`config.mk`:
```
export PLATFORM = sky130hd
export DESIGN_NAME = mips_ni_ctrl
export DESIGN_NICKNAME = d
export VERILOG_FILES = /design/src/rtl/noc_pkg.sv /design/src/rtl/ni_tx_fifo.sv /design/src/rtl/mips_ni_ctrl.sv
export SDC_FILE = /design/constraint.sdc
export NUM_CORES = 1
export LEC_CHECK = 0
export BUFFER_PORTS_ARGS = -buffer_cell sky130_fd_sc_hd__buf_4
export CORE_UTILIZATION = 30
export DETAILED_ROUTE_END_ITERATION = 6
export HOLD_SLACK_MARGIN = 0.08
export PLACE_DENSITY_LB_ADDON = 0.3
export SLEW_MARGIN = 20
export SYNTH_ARGS = -nofsm -noshare
export SYNTH_HDL_FRONTEND = slang
export SYNTH_HIERARCHICAL = 1
export SYNTH_SLANG_ARGS = --single-unit
export TNS_END_PERCENT = 30
```
`constraint.sdc`:
```
create_clock -name clk -period 5.15 [get_ports clk]
set_input_delay 1.03 -clock clk [delete_from_list [all_inputs] [get_ports clk]]
set_output_delay 1.03 -clock clk [all_outputs]
set_load 0.005 [all_outputs]
```
`src/rtl/noc_pkg.sv`:
```
// Shared NoC definitions for the network-interface controller.
// Holds the default flit geometry, the flit field offsets and the receive
// FSM state type. A flit is laid out as {dest, src, payload}, MSB first.
package noc_pkg;

  localparam int unsigned NOC_DATA_W = 32;
  localparam int unsigned NOC_ADDR_W = 2;

  // Field offsets for the default geometry.
  localparam int unsigned PAYLOAD_LSB = 0;
  localparam int unsigned SRC_LSB     = NOC_DATA_W;
  localparam int unsigned DEST_LSB    = NOC_DATA_W + NOC_ADDR_W;
  localparam int unsigned FLIT_W      = NOC_DATA_W + 2 * NOC_ADDR_W;

  typedef enum logic [1:0] {
    IDLE,
    WAIT,
    DELIVER
  } ni_rx_state_t;

  function automatic int unsigned flit_width(input int unsigned data_w,
                                             input int unsigned addr_w);
    return data_w + 2 * addr_w;
  endfunction

endpackage

```
`src/rtl/ni_tx_fifo.sv`:
```
// Synchronous FIFO used as the NI transmit queue.
// Ports:
//   clk, rst      - clock, synchronous active-high reset (empties the FIFO)
//   push, wdata   - write request and data; ignored while full
//   pop           - read request; ignored while empty
//   rdata         - head entry (valid while !empty)
//   full, empty   - status derived from the registered occupancy
//   count         - registered occupancy, 0..DEPTH
module ni_tx_fifo #(
  parameter int unsigned WIDTH = 36,
  parameter int unsigned DEPTH = 4
) (
  input  logic                       clk,
  input  logic                       rst,
  input  logic                       push,
  input  logic [WIDTH-1:0]           wdata,
  input  logic                       pop,
  output logic [WIDTH-1:0]           rdata,
  output logic                       full,
  output logic                       empty,
  output logic [$clog2(DEPTH):0]     count
);

  localparam int unsigned PTR_W = $clog2(DEPTH);
  localparam int unsigned CNT_W = PTR_W + 1;

  logic [WIDTH-1:0] mem_q [DEPTH];
  logic [PTR_W-1:0] wr_ptr_q, wr_ptr_d;
  logic [PTR_W-1:0] rd_ptr_q, rd_ptr_d;
  logic [CNT_W-1:0] count_q, count_d;
  logic             do_push, do_pop;

  assign full    = (count_q == CNT_W'(DEPTH));
  assign empty   = (count_q == '0);
  assign count   = count_q;
  assign rdata   = mem_q[rd_ptr_q];
  assign do_push = push && !full;
  assign do_pop  = pop && !empty;

  // DEPTH is a power of two, so pointers wrap naturally.
  always_comb begin
    wr_ptr_d = wr_ptr_q;
    rd_ptr_d = rd_ptr_q;
    count_d  = count_q;
    if (do_push) wr_ptr_d = wr_ptr_q + 1'b1;
    if (do_pop)  rd_ptr_d = rd_ptr_q + 1'b1;
    unique case ({do_push, do_pop})
      2'b10:   count_d = count_q + 1'b1;
      2'b01:   count_d = count_q - 1'b1;
      default: count_d = count_q;
    endcase
  end

  always_ff @(posedge clk) begin
    if (rst) begin
      wr_ptr_q <= '0;
      rd_ptr_q <= '0;
      count_q  <= '0;
    end else begin
      wr_ptr_q <= wr_ptr_d;
      rd_ptr_q <= rd_ptr_d;
      count_q  <= count_d;
    end
  end

  always_ff @(posedge clk) begin
    if (do_push) mem_q[wr_ptr_q] <= wdata;
  end

endmodule

```
`src/rtl/mips_ni_ctrl.sv`:
```
// Network-interface controller between the pipelined MIPS core and its local
// NoC router port. Send requests from Execute are queued as flits
// {dest, src, payload} in a TX FIFO; one incoming flit is buffered and handed
// to the register file when a receive instruction executes.
// Ports:
//   clk, rst                    - clock, synchronous active-high reset
//   proc_valid_E, dest_add_E,
//   NI_in                       - send request, destination, payload
//   proc_ready_in_E             - receive request
//   wd_NI, data_valid           - received payload, one-cycle valid pulse
//   stall                       - combinational pipeline freeze
//   net_tx_valid/flit/ready     - flit stream to the router
//   net_rx_valid/flit/ready     - flit stream from the router
//   misroute_cnt                - saturating count of flits for other nodes
module mips_ni_ctrl
  import noc_pkg::*;
#(
  parameter int unsigned DATA_W   = NOC_DATA_W,
  parameter int unsigned ADDR_W   = NOC_ADDR_W,
  parameter int unsigned TX_DEPTH = 4,
  parameter int unsigned NODE_ID  = 0
) (
  input  logic                       clk,
  input  logic                       rst,
  input  logic                       proc_valid_E,
  input  logic [ADDR_W-1:0]          dest_add_E,
  input  logic [DATA_W-1:0]          NI_in,
  input  logic                       proc_ready_in_E,
  output logic [DATA_W-1:0]          wd_NI,
  output logic                       data_valid,
  output logic                       stall,
  output logic                       net_tx_valid,
  output logic [DATA_W+2*ADDR_W-1:0] net_tx_flit,
  input  logic                       net_tx_ready,
  input  logic                       net_rx_valid,
  input  logic [DATA_W+2*ADDR_W-1:0] net_rx_flit,
  output logic                       net_rx_ready,
  output logic [7:0]                 misroute_cnt
);

  localparam int unsigned FW = flit_width(DATA_W, ADDR_W);
  localparam logic [ADDR_W-1:0] NODE_ADDR = ADDR_W'(NODE_ID);

  // ---------------- TX path ----------------
  logic                    tx_full, tx_empty, tx_push, tx_pop;
  logic [FW-1:0]           tx_head;
  logic [$clog2(TX_DEPTH):0] tx_count;

  assign tx_push      = proc_valid_E;
  assign net_tx_valid = !tx_empty;
  assign net_tx_flit  = tx_head;
  assign tx_pop       = net_tx_valid && net_tx_ready;

  ni_tx_fifo #(
    .WIDTH (FW),
    .DEPTH (TX_DEPTH)
  ) u_tx_fifo (
    .clk   (clk),
    .rst   (rst),
    .push  (tx_push),
    .wdata ({dest_add_E, NODE_ADDR, NI_in}),
    .pop   (tx_pop),
    .rdata (tx_head),
    .full  (tx_full),
    .empty (tx_empty),
    .count (tx_count)
  );

  // ---------------- RX path ----------------
  ni_rx_state_t      state_q, state_d;
  logic              rx_full_q, rx_full_d;
  logic [DATA_W-1:0] rx_data_q, rx_data_d;
  logic [DATA_W-1:0] wd_q, wd_d;
  logic [7:0]        misroute_q, misroute_d;
  logic              rx_stall, rx_take, rx_accept;
  logic [ADDR_W-1:0] rx_dest;

  logic unused_rx_src;
  assign unused_rx_src = ^{net_rx_flit[DATA_W +: ADDR_W], tx_count};

  assign rx_dest      = net_rx_flit[DATA_W + ADDR_W +: ADDR_W];
  assign net_rx_ready = !rx_full_q;
  assign rx_accept    = net_rx_valid && net_rx_ready;

  always_comb begin
    state_d  = state_q;
    rx_stall = 1'b0;
    rx_take  = 1'b0;
    unique case (state_q)
      IDLE: begin
        if (proc_ready_in_E) begin
          rx_stall = 1'b1;
          state_d  = WAIT;
        end
      end
      WAIT: begin
        rx_stall = 1'b1;
        if (rx_full_q) begin
          rx_take = 1'b1;
          state_d = DELIVER;
        end
      end
      DELIVER: state_d = IDLE;
      default: state_d = IDLE;
    endcase
  end

  // rx_take only happens with rx_full_q=1, when capture is blocked, so the
  // clear and set of rx_full never compete.
  always_comb begin
    rx_full_d  = rx_full_q;
    rx_data_d  = rx_data_q;
    misroute_d = misroute_q;
    wd_d       = wd_q;
    if (rx_take) begin
      rx_full_d = 1'b0;
      wd_d      = rx_data_q;
    end
    if (rx_accept) begin
      if (rx_dest == NODE_ADDR) begin
        rx_full_d = 1'b1;
        rx_data_d = net_rx_flit[DATA_W-1:0];
      end else if (misroute_q != 8'hFF) begin
        misroute_d = misroute_q + 8'd1;
      end
    end
  end

  always_ff @(posedge clk) begin
    if (rst) begin
      state_q    <= IDLE;
      rx_full_q  <= 1'b0;
      rx_data_q  <= '0;
      wd_q       <= '0;
      misroute_q <= '0;
    end else begin
      state_q    <= state_d;
      rx_full_q  <= rx_full_d;
      rx_data_q  <= rx_data_d;
      wd_q       <= wd_d;
      misroute_q <= misroute_d;
    end
  end

  assign wd_NI        = wd_q;
  assign data_valid   = (state_q == DELIVER);
  assign misroute_cnt = misroute_q;
  assign stall        = (proc_valid_E && tx_full) || rx_stall;

endmodule

```
==> results of run 1 <==
## path summary, 6_finish.rpt
check | startpoint | endpoint | slack, ps | depth (start not counted)
worst max-delay path | register | net_tx_flit[8] | 1520 | 3
worst min-delay path | rx_data_q[13] | wd_NI[13] | 450 | 2
worst max register to register | u_tx_fifo/count[0] | u_tx_fifo/mem_q[3][29] | 2900 | 4
worst min register to register | rx_data_q[13] | wd_NI[13] | 450 | 2
## cell type report
| class | count | area, sq um | share of cell area |
|---|---|---|---|
| sequential | 228 | 6010 | 0.557 |
| multi-input combinational | 322 | 2260 | 0.209 |
| timing repair buffer | 161 | 1210 | 0.112 |
| clock buffer | 39 | 731 | 0.0677 |
| tap | 378 | 473 | 0.0438 |
| clock inverter | 7 | 65.1 | 0.00603 |
| inverter | 12 | 45.0 | 0.00418 |
## layer usage
layer	track usage	share of wire	vias up	wire, um
met5	0.00348	0	-	0
met4	0.0317	0.019	0	328
met3	0.0535	0.11	34	1870
met2	0.200	0.45	154	7970
met1	0.153	0.42	2459	7480
li1	-	-	2455	-
## per-stage QoR
| stage | instance area (sq um) | setup WS (ps) |
|---|---|---|
| 2_1_floorplan | 8480 | 2520 |
| 3_3_place_gp | 9990 | 1980 |
| 3_5_place_dp | 9990 | 1970 |
| 4_1_cts | 10800 | 1410 |
| 5_1_grt | 10800 | 1300 |
| 6_report | 10800 | 1520 |
## cell usage after synthesis (2+ instances only)
cell        n  share of area
nand2_1   134          0.059
nor2b_1     2         0.0015
and2_1      4         0.0030
buf_12      3         0.0071
mux4_2     30          0.080
xor2_1      4         0.0041
nand3_1     5         0.0030
inv_1      11         0.0049
mux4_1      6          0.019
nor3_2      4         0.0047
edfxtp_1  144           0.51
or3_1       5         0.0037
nand2b_1    2         0.0015
buf_2      10         0.0059
nor2_1     13         0.0058
a21oi_1    74          0.044
o21ai_0     6         0.0036
a31oi_1     2         0.0015
ha_1        6         0.0089
clkbuf_1   14         0.0062
nor3_1      2         0.0012
dfxtp_1    84           0.20
mux2i_1     2         0.0024
## cell families after synthesis
family | after synthesis
simple gates | 177
flops | 228
other cells | 1
buf+inv | 42
mux | 38
compound gates | 88
fa+ha+maj | 7
xor+xnor | 4
## tightest hold or removal path, delay by kind of cell, from the launching register on
kind | cells | cell delay [ps]
AO/OA/AOI/OAI | 1 | 50
flip-flops | 1 | 310
AND/OR/NAND/NOR | 1 | 50
## state kept, by name (all words and copies together), names as in the netlist, named ones only
signal,flops
u_tx_fifo/count,3
u_tx_fifo/mem_q,144
wd_NI,32
misroute_cnt,8
state_q,2
u_tx_fifo/wr_ptr_q,2
u_tx_fifo/rd_ptr_q,2
rx_data_q,32
rx_full_q,1
## power by group through the flow
| stage | registers, uW | logic [uW] | clock network, uW |
|---|---|---|---|
| 3_5_place_dp | 2170 | 533 | 0 |
| 5_1_grt | 2140 | 579 | 1840 |
| 6_report | 2120 | 520 | 1710 |
| 3_3_place_gp | 2170 | 530 | 0 |
| 2_1_floorplan | 2120 | 348 | 0 |
| 4_1_cts | 2130 | 534 | 1770 |
==> results by group, run 1 <==
Setup path
  • Worst Path Buf+Inv: 2
  • Crit. End Element: primary output
  • WP data arrival: 2600 ps
  • Slowest CP cell: dfxtp_2
  • Crit path required time: about 4100 ps
  • Crit start category: register
  • CP Class: reg -> out
  • Crit-path max cell delay: 970 ps
  • Cell mode on critical path: buf_4
  • Crit-path leading delay family: flip-flops
  • CP Max Fanout: 27
  • Critical-path cell list: buf_4 -> mux4_2 -> buf_4

Timing
  • Final Max Slew Viols: 0
  • Worst-margin pin slew: 1030 ps
  • Min Hold Slack: 448 ps
  • Achievable Freq: 276 MHz
  • Final setup TNS: 0 ps
  • Fin. Hold Viols: 0
  • Slew headroom: 0.313
  • Tcrit/Tclk final: 0.704
  • Clock skew: 8.13 ps
  • Unrepaired setup endpoints after global routing: false
  • Final min period: 3630 ps
  • Setup Viol. Count Final: 0

Floorplanning
  • Die Width: ~170 um
  • Top Ports: roughly 160
  • Row cnt: 61
  • Core Box Area: 0.0278 sq mm
  • Initial Util: 0.304
  • DIE HEIGHT: approximately 170 um
  • Die area: 0.0289 sq mm

Power and ir drop
  • Power, Total: about 4400 uW
  • Cell Pwr Density: 404 mW/mm^2
  • Peak supply drop: 0.000177 V
  • Int Pwr: ~3400 uW
  • Sequential share of power: 0.488
  • Switch Pwr: just under 1000 uW
  • Leak Pwr: 0.00382 uW
  • Sw frac: 0.227
  • Logic pwr share: 0.119
  • Clk network pwr share: 0.393

Synthesis
  • Post-synthesis simple-gate area fraction: 0.0905
  • Adder-cell share of the synthesized area: 0.0112
  • Synth async-reset ratio: 0
  • Post-synthesis cell area: 0.00846 sq mm
  • XOR/XNOR share of the synthesized area: 0.00414
  • Largest family of logic cells by synthesized area: multiplexers
  • Multiplexer share of the synthesized area: 0.101
  • Yosys cell types: 41
  • Post-synth EDFFs: 144
  • Synth Area in Compound Gates: 0.0556
  • FF+latch count, synth: 228
  • Synth Warn #: 6
  • Seq/Total Area, Yosys: 0.710
  • Syn Inst Count: 585
  • Most used DFF post-synth: edfxtp_1
  • Synth Area per Inst: 14.5 sq um

Flow run
  • Maxcap violations: 0

Placed design
  • DP HPWL: 10,800 um
  • Port Buffers: roughly 150
  • Placed Cells: 1,101
  • Routability cong.: approximately 0.69

Routing
  • DR vias: 5,102
  • Final wirelength: 17,600 um
  • WL/cell: 15.4 um
  • DR vias/cell: 4.45
  • Drt first pass iters: 6
  • DRT antenna net count: 0
  • 1st-iter DRT viols: 295
  • Drt drc: 0

CTS
  • CTS root buf: clkbuf_16
  • Clk buf depth: 3
  • H-Tree Level Count: 1
  • Clock slew at reported path FFs: ~60 ps
  • TritonCTS clock tree: built
  • Sink Count: ~230
  • CTS Buf Count: 25
  • Post-CTS resize count: 0
  • Worst skew pair latency: around 500 ps
  • Hold-fix buffers, CTS: 0
  • Postcts setup bufs: 0

Finish
  • Filler cell count in the final layout: 2,731
  • Antenna diodes: 0
  • Commonest non-fill, non-tap cell in the layout: buf_4
  • Area delta synth->final: 27.5%
  • Non-Filler Instances: around 1,100
  • Layout cells sized above 1: 0.319
  • Commonest cells after routing, fill and taps aside: 161 x buf_4, 144 x edfxtp_1, 134 x nand2_1
  • Nets: ~830
  • Finished Core Util: 0.388

Global route
  • Grt total ovfl: 0
  • Initial antenna violation count: 0
  • GRT Overall Usage: 0.125
  • Vias in the first global route: around 5,200
  • First-pass GRT wire length: around 28,000 um
  • Largest net degree at the start of global routing: 85

Hold path
  • Worst Hold Class: reg -> reg

Run status
  • Status: completed
Power figures use the tool's default switching activity.
==> inputs of run 2 (changes only) <==
- clock period: 5.15 -> 3.4 ns (I/O delays scaled with it)
==> results by group, run 2 (synthesis results as in run 1) <==
Run status
  • Status: completed (unchanged)

Setup path
  • Crit start category: register (unchanged)
  • CP Class: reg -> out (unchanged)
  • WP data arrival: 2100 ps (was 2600 ps)
  • FF-to-FF setup slack: 1200 ps (was 2900 ps)
  • CP Max Fanout: 17 (was 27)
  • Crit. End Element: primary output (unchanged)
  • Crit path required time: 2720 ps (was 4120 ps)
  • RR Startpoint: u_tx_fifo/count[2] (was u_tx_fifo/count[0])

Finish
  • Register Area: 0.00601 sq mm (unchanged)
  • Most flop-heavy register: u_tx_fifo/mem_q (unchanged)
  • Max reg flops: 144 (unchanged)
  • Multi-input logic area: 0.00225 sq mm (was 0.00226 sq mm)
  • Commonest non-fill, non-tap cell in the layout: buf_4 (unchanged)
  • Area delta synth->final: 28.4% (was 27.5%)
  • Filler cell count in the final layout: 2,675 (was 2,731)
  • Layout cells sized above 1: 0.318 (was 0.319)
  • Antenna diodes: 0 (unchanged)
  • Finished Core Util: 0.391 (was 0.388)
  • Nets: 838 (was 833)
  • Commonest cells after routing, fill and taps aside: 163 x buf_4, 144 x edfxtp_1, 134 x nand2_1 (was 161 x buf_4, 144 x edfxtp_1, 134 x nand2_1)

Floorplanning
  • DIE HEIGHT: 170 um (unchanged)
  • Top Ports: 156 (unchanged)
  • Core Box Area: 0.0278 sq mm (unchanged)
  • Initial Util: 0.304 (unchanged)
  • Die Width: 170 um (unchanged)
  • Die area: 0.0289 sq mm (unchanged)
  • Row cnt: 61 (unchanged)

Power and ir drop
  • Cell Pwr Density: 609 mW/mm^2 (was 404 mW/mm^2)
  • Sw frac: 0.224 (was 0.227)
  • Sequential share of power: 0.479 (was 0.488)
  • Int Pwr: 5130 uW (was 3370 uW)
  • Leak Pwr: 0.00385 uW (was 0.00382 uW)
  • Peak supply drop: 0.000345 V (was 0.000177 V)
  • Logic pwr share: 0.130 (was 0.119)
  • Switch Pwr: 1480 uW (was 988 uW)
  • Clk network pwr share: 0.391 (was 0.393)

Global route
  • Grt total ovfl: 0 (unchanged)
  • Met3 global-route usage: 0.0512 (was 0.0535)
  • GRT met1 Usage: 0.149 (was 0.153)
  • Largest net degree at the start of global routing: 85 (unchanged)
  • Vias in the first global route: 4,974 (was 5,181)
  • GRT Overall Usage: 0.122 (was 0.125)
  • Grt peak-use layer: met2 (unchanged)
  • First-pass GRT wire length: 27,400 um (was 28,300 um)
  • Met2 usage: 0.197 (was 0.200)
  • Initial antenna violation count: 0 (unchanged)

Hold path
  • Worst Hold Class: in -> reg (was reg -> reg)
  • Min-delay src: NI_in[5] (was rx_data_q[13])

Timing
  • Final min period: 2780 ps
  • Tcrit/Tclk final: 0.817
  • Unrepaired setup endpoints after global routing: false (unchanged)
  • Fin. Hold Viols: 0 (unchanged)
  • Worst-margin pin slew: 903 ps (was 1030 ps)
  • Clock skew: 13.0 ps (was 8.13 ps)
  • Slew headroom: 0.398 (was 0.313)
  • Setup Viol. Count Final: 0 (unchanged)
  • Final Max Slew Viols: 0 (unchanged)
  • Achievable Freq: 360 MHz
  • Final setup TNS: 0 ps (unchanged)
  • Final worst-path setup slack: 621 ps (was 1520 ps)

Routing
  • 1st-iter DRT viols: 233 (was 295)
  • DR vias: 5,025 (was 5,102)
  • DRT antenna net count: 0 (unchanged)
  • WL/cell: 15.4 um (about the same)
  • Final wirelength: 17,800 um (was 17,600 um)
  • Drt first pass iters: 4 (was 6)
  • DR vias/cell: 4.37 (was 4.45)
  • Drt drc: 0 (unchanged)

CTS
  • Clock slew at reported path FFs: 60 ps (about the same)
  • Hold-fix buffers, CTS: 0 (unchanged)
  • Clk buf depth: 3 (unchanged)
  • Worst skew pair latency: 520 ps (was 510 ps)
  • Postcts setup bufs: 0 (unchanged)
  • CTS root buf: clkbuf_16 (unchanged)
  • Sink Count: 228 (unchanged)
  • CTS Buf Count: 25 (unchanged)
  • H-Tree Level Count: 1 (unchanged)
  • TritonCTS clock tree: built (unchanged)
  • Post-CTS resize count: 0 (unchanged)

Flow run
  • Maxcap violations: 0 (unchanged)

Placed design
  • Setup WS pre-CTS: 989 ps (was 1970 ps)
  • Routability cong.: 0.687 (was 0.691)
  • Port Buffers: 153 (unchanged)
  • DP HPWL: 11,200 um (was 10,800 um)
## run 2: cell count changes in the layout (fill, tap and decap cells not counted), sizes merged
| cell | change |
|---|---|
| buf | +5 |
| clkbuf | +3 |
| clkinv | -3 |
| clkinvlp | -1 |
## run 2: final cells by class
cell class                 instances  share of cell area
clock inverter                     3             0.00403
clock buffer                      42              0.0690
tap                              378              0.0436
timing repair buffer             166               0.118
multi-input combinational        322               0.208
inverter                          12             0.00415
sequential                       228               0.553
## run 2: through the flow
step / instance area [sq um] / cells / hold slack, ps / power (uW)
4_1_cts: 10900 / 1151 / 339 / 6730
3_3_place_gp: 10100 / 1106 / 437 / 4100
6_report: 10900 / 1151 / 364 / 6610
5_1_grt: 10900 / 1151 / 342 / 6910
3_5_place_dp: 10100 / 1106 / 446 / 4110
2_1_floorplan: 8480 / 592 / 432 / 3730
## run 2: worst max-delay path, stage by stage (launching register included)
cell     delay (ps)
dfxtp_2         400
buf_4           370
mux4_1          650
buf_4           160
## run 2: metal layers
layer | up-vias | part of all wire
met2 | 145 | 0.46
met3 | 28 | 0.098
met4 | 0 | 0.023
met5 | - | 0
li1 | 2468 | -
met1 | 2384 | 0.42
## run 2: path summary, 6_finish.rpt
path,to,cells after the start
max,net_tx_flit[2],3
min,u_tx_fifo/mem_q[2][5],1
max reg2reg,u_tx_fifo/count[2],9
min reg2reg,wd_NI[16],2
## run 2: power by group through the flow
| stage | clock [uW] | sequential (uW) | combinational [uW] |
|---|---|---|---|
| finish | 2590 | 3170 | 858 |
| global route | 2780 | 3180 | 943 |
| CTS | 2680 | 3170 | 882 |
| detailed placement | 0 | 3230 | 880 |
| global placement | 0 | 3220 | 876 |
| floorplan | 0 | 3210 | 527 |
